## config.mk

```make
export PLATFORM = sky130hd
export DESIGN_NAME = fifo_word_packer_flat
export DESIGN_NICKNAME = d
export VERILOG_FILES = /design/src/rtl/fifo_word_packer_if.sv /design/src/rtl/fifo_word_packer.sv /design/src/flat_wrapper.sv
export SDC_FILE = /design/constraint.sdc
export NUM_CORES = 1
export LEC_CHECK = 0
export BUFFER_PORTS_ARGS = -buffer_cell sky130_fd_sc_hd__buf_2
export CAP_MARGIN = 25
export CORE_UTILIZATION = 40
export CTS_BUF_LIST = sky130_fd_sc_hd__clkbuf_8
export CTS_CLUSTER_SIZE = 40
export DETAILED_ROUTE_END_ITERATION = 7
export PLACE_DENSITY = 0.66
export SLEW_MARGIN = 20
export SYNTH_ARGS = -nofsm -noshare
export SYNTH_HDL_FRONTEND = slang
export SYNTH_SLANG_ARGS = --single-unit
export TNS_END_PERCENT = 100
```

## constraint.sdc

```tcl
create_clock -name clk -period 3.7 [get_ports clk]
set_input_delay 0.185 -clock clk [delete_from_list [all_inputs] [get_ports clk]]
set_output_delay 0.185 -clock clk [all_outputs]
set_load 0.02 [all_outputs]
```

## src/rtl/fifo_word_packer_if.sv

```systemverilog
// Interface bundling the FIFO read port and the packed-word output stream
// of fifo_word_packer. The optional out_parity signal exists only when
// FIFO_PACKER_PARITY_EN is defined.
//   master : the packer (drives fifo_rd_en and the out_* stream)
//   slave  : the surroundings (FIFO read side and downstream sink)
interface fifo_word_packer_if #(
    parameter int unsigned WIDTH = 1,
    parameter int unsigned WORDS = 8
);
    localparam int unsigned CW = $clog2(WORDS + 1);

    logic                     fifo_empty;
    logic [WIDTH-1:0]         fifo_data;
    logic                     fifo_rd_en;
    logic                     flush;
    logic [WIDTH*WORDS-1:0]   out_data;
    logic [CW-1:0]            out_count;
    logic                     out_valid;
    logic                     out_ready;
`ifdef FIFO_PACKER_PARITY_EN
    logic                     out_parity;
`endif

    modport master (
        input  fifo_empty,
        input  fifo_data,
        output fifo_rd_en,
        input  flush,
        output out_data,
        output out_count,
        output out_valid,
`ifdef FIFO_PACKER_PARITY_EN
        output out_parity,
`endif
        input  out_ready
    );

    modport slave (
        output fifo_empty,
        output fifo_data,
        input  fifo_rd_en,
        output flush,
        input  out_data,
        input  out_count,
        input  out_valid,
`ifdef FIFO_PACKER_PARITY_EN
        input  out_parity,
`endif
        output out_ready
    );
endinterface

```

## src/rtl/fifo_word_packer.sv

```systemverilog
// fifo_word_packer: pops WIDTH-bit entries from a synchronous FIFO and packs
// WORDS of them (first popped in the LSBs) into one word presented on a
// valid/ready stream. A level flush emits a partial word once the FIFO is
// empty. Optional feature macro: FIFO_PACKER_PARITY_EN adds out_parity.
module fifo_word_packer #(
    parameter int unsigned WIDTH = 1,
    parameter int unsigned WORDS = 8
) (
    input  logic               clk,
    input  logic               reset,
    fifo_word_packer_if.master bus
);
    localparam int unsigned CW = $clog2(WORDS + 1);
    localparam int unsigned OW = WIDTH * WORDS;

    typedef enum logic [1:0] {
        FILL    = 2'd0,
        CAPTURE = 2'd1,
        HOLD    = 2'd2
    } state_t;

    state_t          state_q, state_d;
    logic [CW-1:0]   cnt_q, cnt_d;
    logic [OW-1:0]   shreg_q, shreg_d;

    // State, entry count and shift register; async active-low clear
    always_ff @(posedge clk or negedge reset) begin
        if (!reset) begin
            state_q <= FILL;
            cnt_q   <= '0;
            shreg_q <= '0;
        end else begin
            state_q <= state_d;
            cnt_q   <= cnt_d;
            shreg_q <= shreg_d;
        end
    end

    // Next-state: alternate FILL (issue read) and CAPTURE (store data),
    // so the FIFO's empty flag is current before every read
    always_comb begin
        state_d = state_q;
        cnt_d   = cnt_q;
        shreg_d = shreg_q;
        case (state_q)
            FILL: begin
                if (bus.fifo_empty && bus.flush && (cnt_q != '0)) begin
                    state_d = HOLD;
                end else if (!bus.fifo_empty) begin
                    state_d = CAPTURE;
                end
            end
            CAPTURE: begin
                for (int unsigned i = 0; i < WORDS; i++) begin
                    if (cnt_q == CW'(i)) begin
                        shreg_d[i*WIDTH +: WIDTH] = bus.fifo_data;
                    end
                end
                cnt_d   = cnt_q + CW'(1);
                state_d = (cnt_q == CW'(WORDS - 1)) ? HOLD : FILL;
            end
            HOLD: begin
                if (bus.out_ready) begin
                    shreg_d = '0;
                    cnt_d   = '0;
                    state_d = FILL;
                end
            end
            default: begin
                state_d = FILL;
            end
        endcase
    end

    // The reset level gates the read enable so no pop can be issued
    // while reset is held, even though FILL is the reset state
    assign bus.fifo_rd_en = reset && (state_q == FILL) && !bus.fifo_empty;
    assign bus.out_valid  = (state_q == HOLD);
    assign bus.out_count  = (state_q == HOLD) ? cnt_q : '0;
    assign bus.out_data   = shreg_q;

`ifdef FIFO_PACKER_PARITY_EN
    logic parity_q;

    // Parity registered alongside the shift register so it tracks out_data
    always_ff @(posedge clk or negedge reset) begin
        if (!reset) begin
            parity_q <= 1'b0;
        end else begin
            parity_q <= ^shreg_d;
        end
    end

    assign bus.out_parity = parity_q;
`endif

endmodule

```

## src/flat_wrapper.sv

```systemverilog
// flat-port wrapper written by rule: the top's interface ports become plain ports
module fifo_word_packer_flat 
#(
    parameter int unsigned WIDTH = 1,
    parameter int unsigned WORDS = 8
)
  (clk, reset, bus_fifo_empty, bus_fifo_data, bus_fifo_rd_en, bus_flush, bus_out_data, bus_out_count, bus_out_valid, bus_out_ready);
  fifo_word_packer_if #(.WIDTH(WIDTH), .WORDS(WORDS)) bus_i ();
  input  logic clk;
  input  logic reset;
  input wire logic [$bits(bus_i.fifo_empty)-1:0] bus_fifo_empty;
  input wire logic [$bits(bus_i.fifo_data)-1:0] bus_fifo_data;
  output wire logic [$bits(bus_i.fifo_rd_en)-1:0] bus_fifo_rd_en;
  input wire logic [$bits(bus_i.flush)-1:0] bus_flush;
  output wire logic [$bits(bus_i.out_data)-1:0] bus_out_data;
  output wire logic [$bits(bus_i.out_count)-1:0] bus_out_count;
  output wire logic [$bits(bus_i.out_valid)-1:0] bus_out_valid;
  input wire logic [$bits(bus_i.out_ready)-1:0] bus_out_ready;
  assign bus_i.fifo_empty = bus_fifo_empty;
  assign bus_i.fifo_data = bus_fifo_data;
  assign bus_fifo_rd_en = bus_i.fifo_rd_en;
  assign bus_i.flush = bus_flush;
  assign bus_out_data = bus_i.out_data;
  assign bus_out_count = bus_i.out_count;
  assign bus_out_valid = bus_i.out_valid;
  assign bus_i.out_ready = bus_out_ready;
  fifo_word_packer #(.WIDTH(WIDTH), .WORDS(WORDS)) u_core (.clk(clk), .reset(reset), .bus(bus_i));
endmodule
```

Word-level counts from Yosys, hierarchy flattened:

Index checks and enable logic that the tools add are counted.

* $add $sub $neg: 1
* multiply operators: 0
* div/mod/pow operators: 0
* order comparisons: 0
* eq/ne operators: 19
* shift operators: 0
* mux-type cells: 18
* bitwise gates (word level): 0
* reduce and logical (&&, ||, !) cells: 19

Operator list (number)
* 3-bit AND reduction: 8
* 2-bit by 1-bit inequality test with 1-bit output (second input constant): 9
* 4-bit by 3-bit equality test with 1-bit output (second input constant): 4
* 8-bit one-hot mux with 2 select lines: 1
* 4-bit by 2-bit equality test with 1-bit output (second input constant): 2
* 1-bit two-way mux: 8
* 2-bit two-way mux: 4
* 4-bit two-way mux: 2
* 8-bit two-way mux: 1
* 4-bit one-hot mux with 2 select lines: 1
* 2-bit one-hot mux with 3 select lines: 1
* 4-bit by 1-bit adder with 4-bit output (second input constant): 1
* 4-bit by 1-bit equality test with 1-bit output (second input constant): 1
* 1-bit logical AND: 4
* 4-bit logical NOT: 1
* 2-bit AND reduction: 2
* 4-bit nonzero test: 1
* 3-bit by 2-bit inequality test with 1-bit output (second input constant): 1
* 2-bit by 1-bit equality test with 1-bit output (second input constant): 1
* 2-bit equality test (second input constant): 1
* 2-bit logical NOT: 1
* 2-bit nonzero test: 1
* 1-bit logical NOT: 1

* register bits: 14
* bits in latches: 0
* RAM bits: 0
* memory bits (read-only): 0
* bits of input ports: 6
* output and inout port bits: 14
* logic and storage cells: 67
* memories kept: 0

Depth between registers and ports, before layout:

* word-level depth: 4
* depth in mapped cells: 5
* gate-level depth less buffers: 5

Worst setup path before layout:

Ideal clock, no wire load.

* path type: register -> output
* from: reg u_core.state_q[0]
* to: out bus_out_count[2]
* data arrival time: 1.108 ns
* required time: 3.515 ns
* slack: 2.407 ns
* stages on the path, launching flop included: 5
* path buffers: 1
* cell sequence: dfrtp_1 > buf_6 > nand2b_1 > inv_1 > and2_1

* longest elaborated chain between the ends: 2

Ends and longest elaborated chain
* start: declaration: RTL line fifo_word_packer.sv:22 `state_t state_q, state_d;`
* start signal: assignment: RTL line fifo_word_packer.sv:33 `state_q <= state_d;`
* 2-bit equality test
* named net bus_out_valid: RTL line flat_wrapper.sv:17 `output wire logic [$bits(bus_i.out_valid)-1:0] bus_out_valid;`
* 4-bit two-way mux: RTL line fifo_word_packer.sv:79 `assign bus.out_count = (state_q == HOLD) ? cnt_q : '0;`
* end: declaration: RTL line flat_wrapper.sv:16 `output wire logic [$bits(bus_i.out_count)-1:0] bus_out_count;`

The timed path passes the listed nets, and every way through them passes these cells.

Worst setup path after layout:

* from: reg u_core.state_q[1]
* to: out bus_out_count[2]

* longest elaborated chain between the ends: 2

Ends and longest elaborated chain (RTL line)
* 2-bit equality test: fifo_word_packer.sv:79
* 4-bit two-way mux: fifo_word_packer.sv:79

No other way between the ends.

==> summary.txt <==
Run status - finished, final reports clean
Area delta synth->final - 17.3%
Initial DRC count - 12
CP arrival - 1430 ps
Port bufs - 19
Clk root buf - clkbuf_8
Switching fraction of total power - 41.1%
Worst path slowest cell - dfrtp_1
Final setup vio count - 0
Initial core utilization - 42.5%
Critical-path maximum fanout - 9
Crit-path leading delay family - flip-flops
WP buf/inv - 2
Endpoints failing hold - 0
CP Cell Sequence - nand2b_1, inv_1, and2_1, buf_2
Clock share of power - 18.3%
Cells after synthesis - 80
GRT Overall Usage - 15.5%
Most frequent cells in the layout - buf_2, nand2_1, dfrtp_1
Post-synth top area share - 42.4%
Number of diodes - 0
Clock Tree Buf Depth - 2
Worst path required time - 3510 ps
Total internal power - 0.000396 W
DR WL/cell - 12.5 µm
Setup TNS - 0 ps
DIE AREA - 2250 µm²
CTS Sinks - 14
Core ar. - 1940 µm²
Initial DRT Pass Iterations - 4
Area of the multi-input gates - 419 µm²
Final Critical Period - 1610 ps
Worst Max-Slew Pin Slew - 382 ps
MaxCap Viol Count - 0
Worst hold slack - 114 ps
Cts repair resizes - 0
Clk_skew - 2.33 ps
Grt ovf - 0
Setup repair bufs after CTS - 0
Fin nets - 111
Sequential Power Share - 39.3%
Slew Viols, Final - 0
Comb pwr share - 42.4%
Vias - 623
Routed Antenna Nets - 0
Worst-skew pair later-pin latency - 250 ps
Crit start category - flop
Post-Route WL - 1570 µm
Num CTS Buffers - 3
CTS tree - done
RSZ-0062 raised after global routing - no
Initial antenna violation count - 0
Htree depth - 1
Syn Nets - 90
PwrDens - 694 nW/µm²
Vias in the first global route - 488
Ratio of cells with drive above 1 in the final layout - 25.3%
Commonest non-fill, non-tap cell in the layout - buf_2
Type of the worst setup path - reg -> out
Netlist cell types - 23
Seq/Total Area, Yosys - 42.4%
Cell area after synthesis - 826 µm²
Detailed placement HPWL - 1170 µm
Worst VDD drop - 0.356 mV
Crit share post-route - 43.5%
Ys Warns - 0
Hold Path Class - in -> reg
Gpl congestion - 0.796
Drc violations - 0
Mean post-synth cell area - 10.3 µm²
Top cells by area, synth - dfrtp_1, mux2i_1, nand2_1
CP Capture Type - output pin
CP peak stage delay - 560 ps
Site Rows - 16
Static leakage - 0.524 nW
Die width - 47.4 µm
Clk slew on worst S/H paths - 50 ps
Wire length of the first global-routing pass - 2290 µm
I/O pin total - 20
Sw Pwr - 0.000276 W
Vias per cell - 4.94
Die Height - 47.4 µm
Relative slew slack - 74.6%
Register area - 350 µm²
Peak Freq - 621 MHz
Fillers - 181
Largest net degree at the start of global routing - 16
Yosys top cell by area - dfrtp_1
Synthesis-stage register bit count - 14
## layout make-up
class / instances / share of cell area (%)
sequential: 14 / 36.2
inverter: 5 / 1.94
clock buffer: 3 / 4.26
timing repair buffer: 20 / 10.9
multi-input combinational: 57 / 43.3
tap: 27 / 3.49
## per-stage QoR
stage	setup WS, ps	area, µm²	util, %	power [W]	std cells
floorplan	2410	826	-	0.000488	80
global placement	2390	917	47.2	0.000544	122
detailed placement	2330	917	47.2	0.000551	122
CTS	2060	968	49.9	0.000678	126
global route	1980	968	49.9	0.000724	126
finish	2090	968	49.9	0.000672	126
## worst paths after layout
check | startpoint | end | slack, ps | depth (start not counted)
setup / recovery | u_core.state_q[1] | bus_out_count[2] | 2090 | 4
hold / removal | bus_fifo_empty | u_core.state_q[0] | 110 | 2
setup reg to reg | u_core.cnt_q[3] | u_core.bus.out_data[2] | 2400 | 3
hold reg to reg | u_core.bus.out_data[5] | u_core.bus.out_data[5] | 530 | 2
max in group asynchronous | reset | u_core.cnt_q[1] | 3100 | 2
min in group asynchronous | reset | u_core.bus.out_data[4] | 360 | 2
## worst reg2reg max path, stage by stage (launching register included)
cell,delay [ps]
dfrtp_1,500
nor4b_4,410
nand2_1,130
mux2i_1,130
## power by group through the flow
stage / sequential, W / clock [W] / combinational (W)
6_report: 0.000264 / 0.000123 / 0.000285
5_1_grt: 0.000274 / 0.000134 / 0.000316
4_1_cts: 0.000265 / 0.000126 / 0.000287
3_5_place_dp: 0.000267 / 0 / 0.000285
3_3_place_gp: 0.000264 / 0 / 0.000280
2_1_floorplan: 0.000274 / 0 / 0.000214
## layer usage
| layer | track usage (%) | up-vias | routed length [µm] |
|---|---|---|---|
| met5 | 0 | - | 0 |
| met4 | 5.14 | 0 | 17 |
| met3 | 7.17 | 4 | 94 |
| met2 | 20.5 | 20 | 671 |
| met1 | 22.2 | 291 | 788 |
| li1 | - | 308 | - |
## kinds of logic after synthesis
kind of cell | after synthesis | share of synthesized area [%]
adders and majority gates | 4 | 6.06
muxes | 9 | 10.9
xor gates and xnor gates | 1 | 1.06
DFF | 14 | 42.4
buffers and inverters | 9 | 6.82
and+or+nand+nor | 35 | 26.2
AOI/OAI and AO/OA | 8 | 6.52
## cell usage after synthesis
cell type and count:
a21oi_1 4, a311oi_1 2, and2_1 3, and3_1 1, and4bb_1 1, buf_4 2, buf_6 2, dfrtp_1 14
ha_1 4, inv_1 5, mux2i_1 9, nand2_1 16, nand2b_1 2, nand3b_1 1, nand4b_1 1, nor2_1 6
nor2b_4 1, nor3_1 1, nor4b_4 1, nor4bb_4 1, o2111ai_1 1, o211ai_1 1, xnor2_1 1
## flip-flops by register name, indices dropped and copies added, names as in the netlist
register	flops
u_core.bus.out_data	8
u_core.state_q	2
u_core.cnt_q	4
## what timing repair did
item                                    CTS  global route
endpoints found under the hold margin    14             0
endpoints found under the setup margin    0             0
hold buffers                              1             0
(Power assumes the default switching activity.)
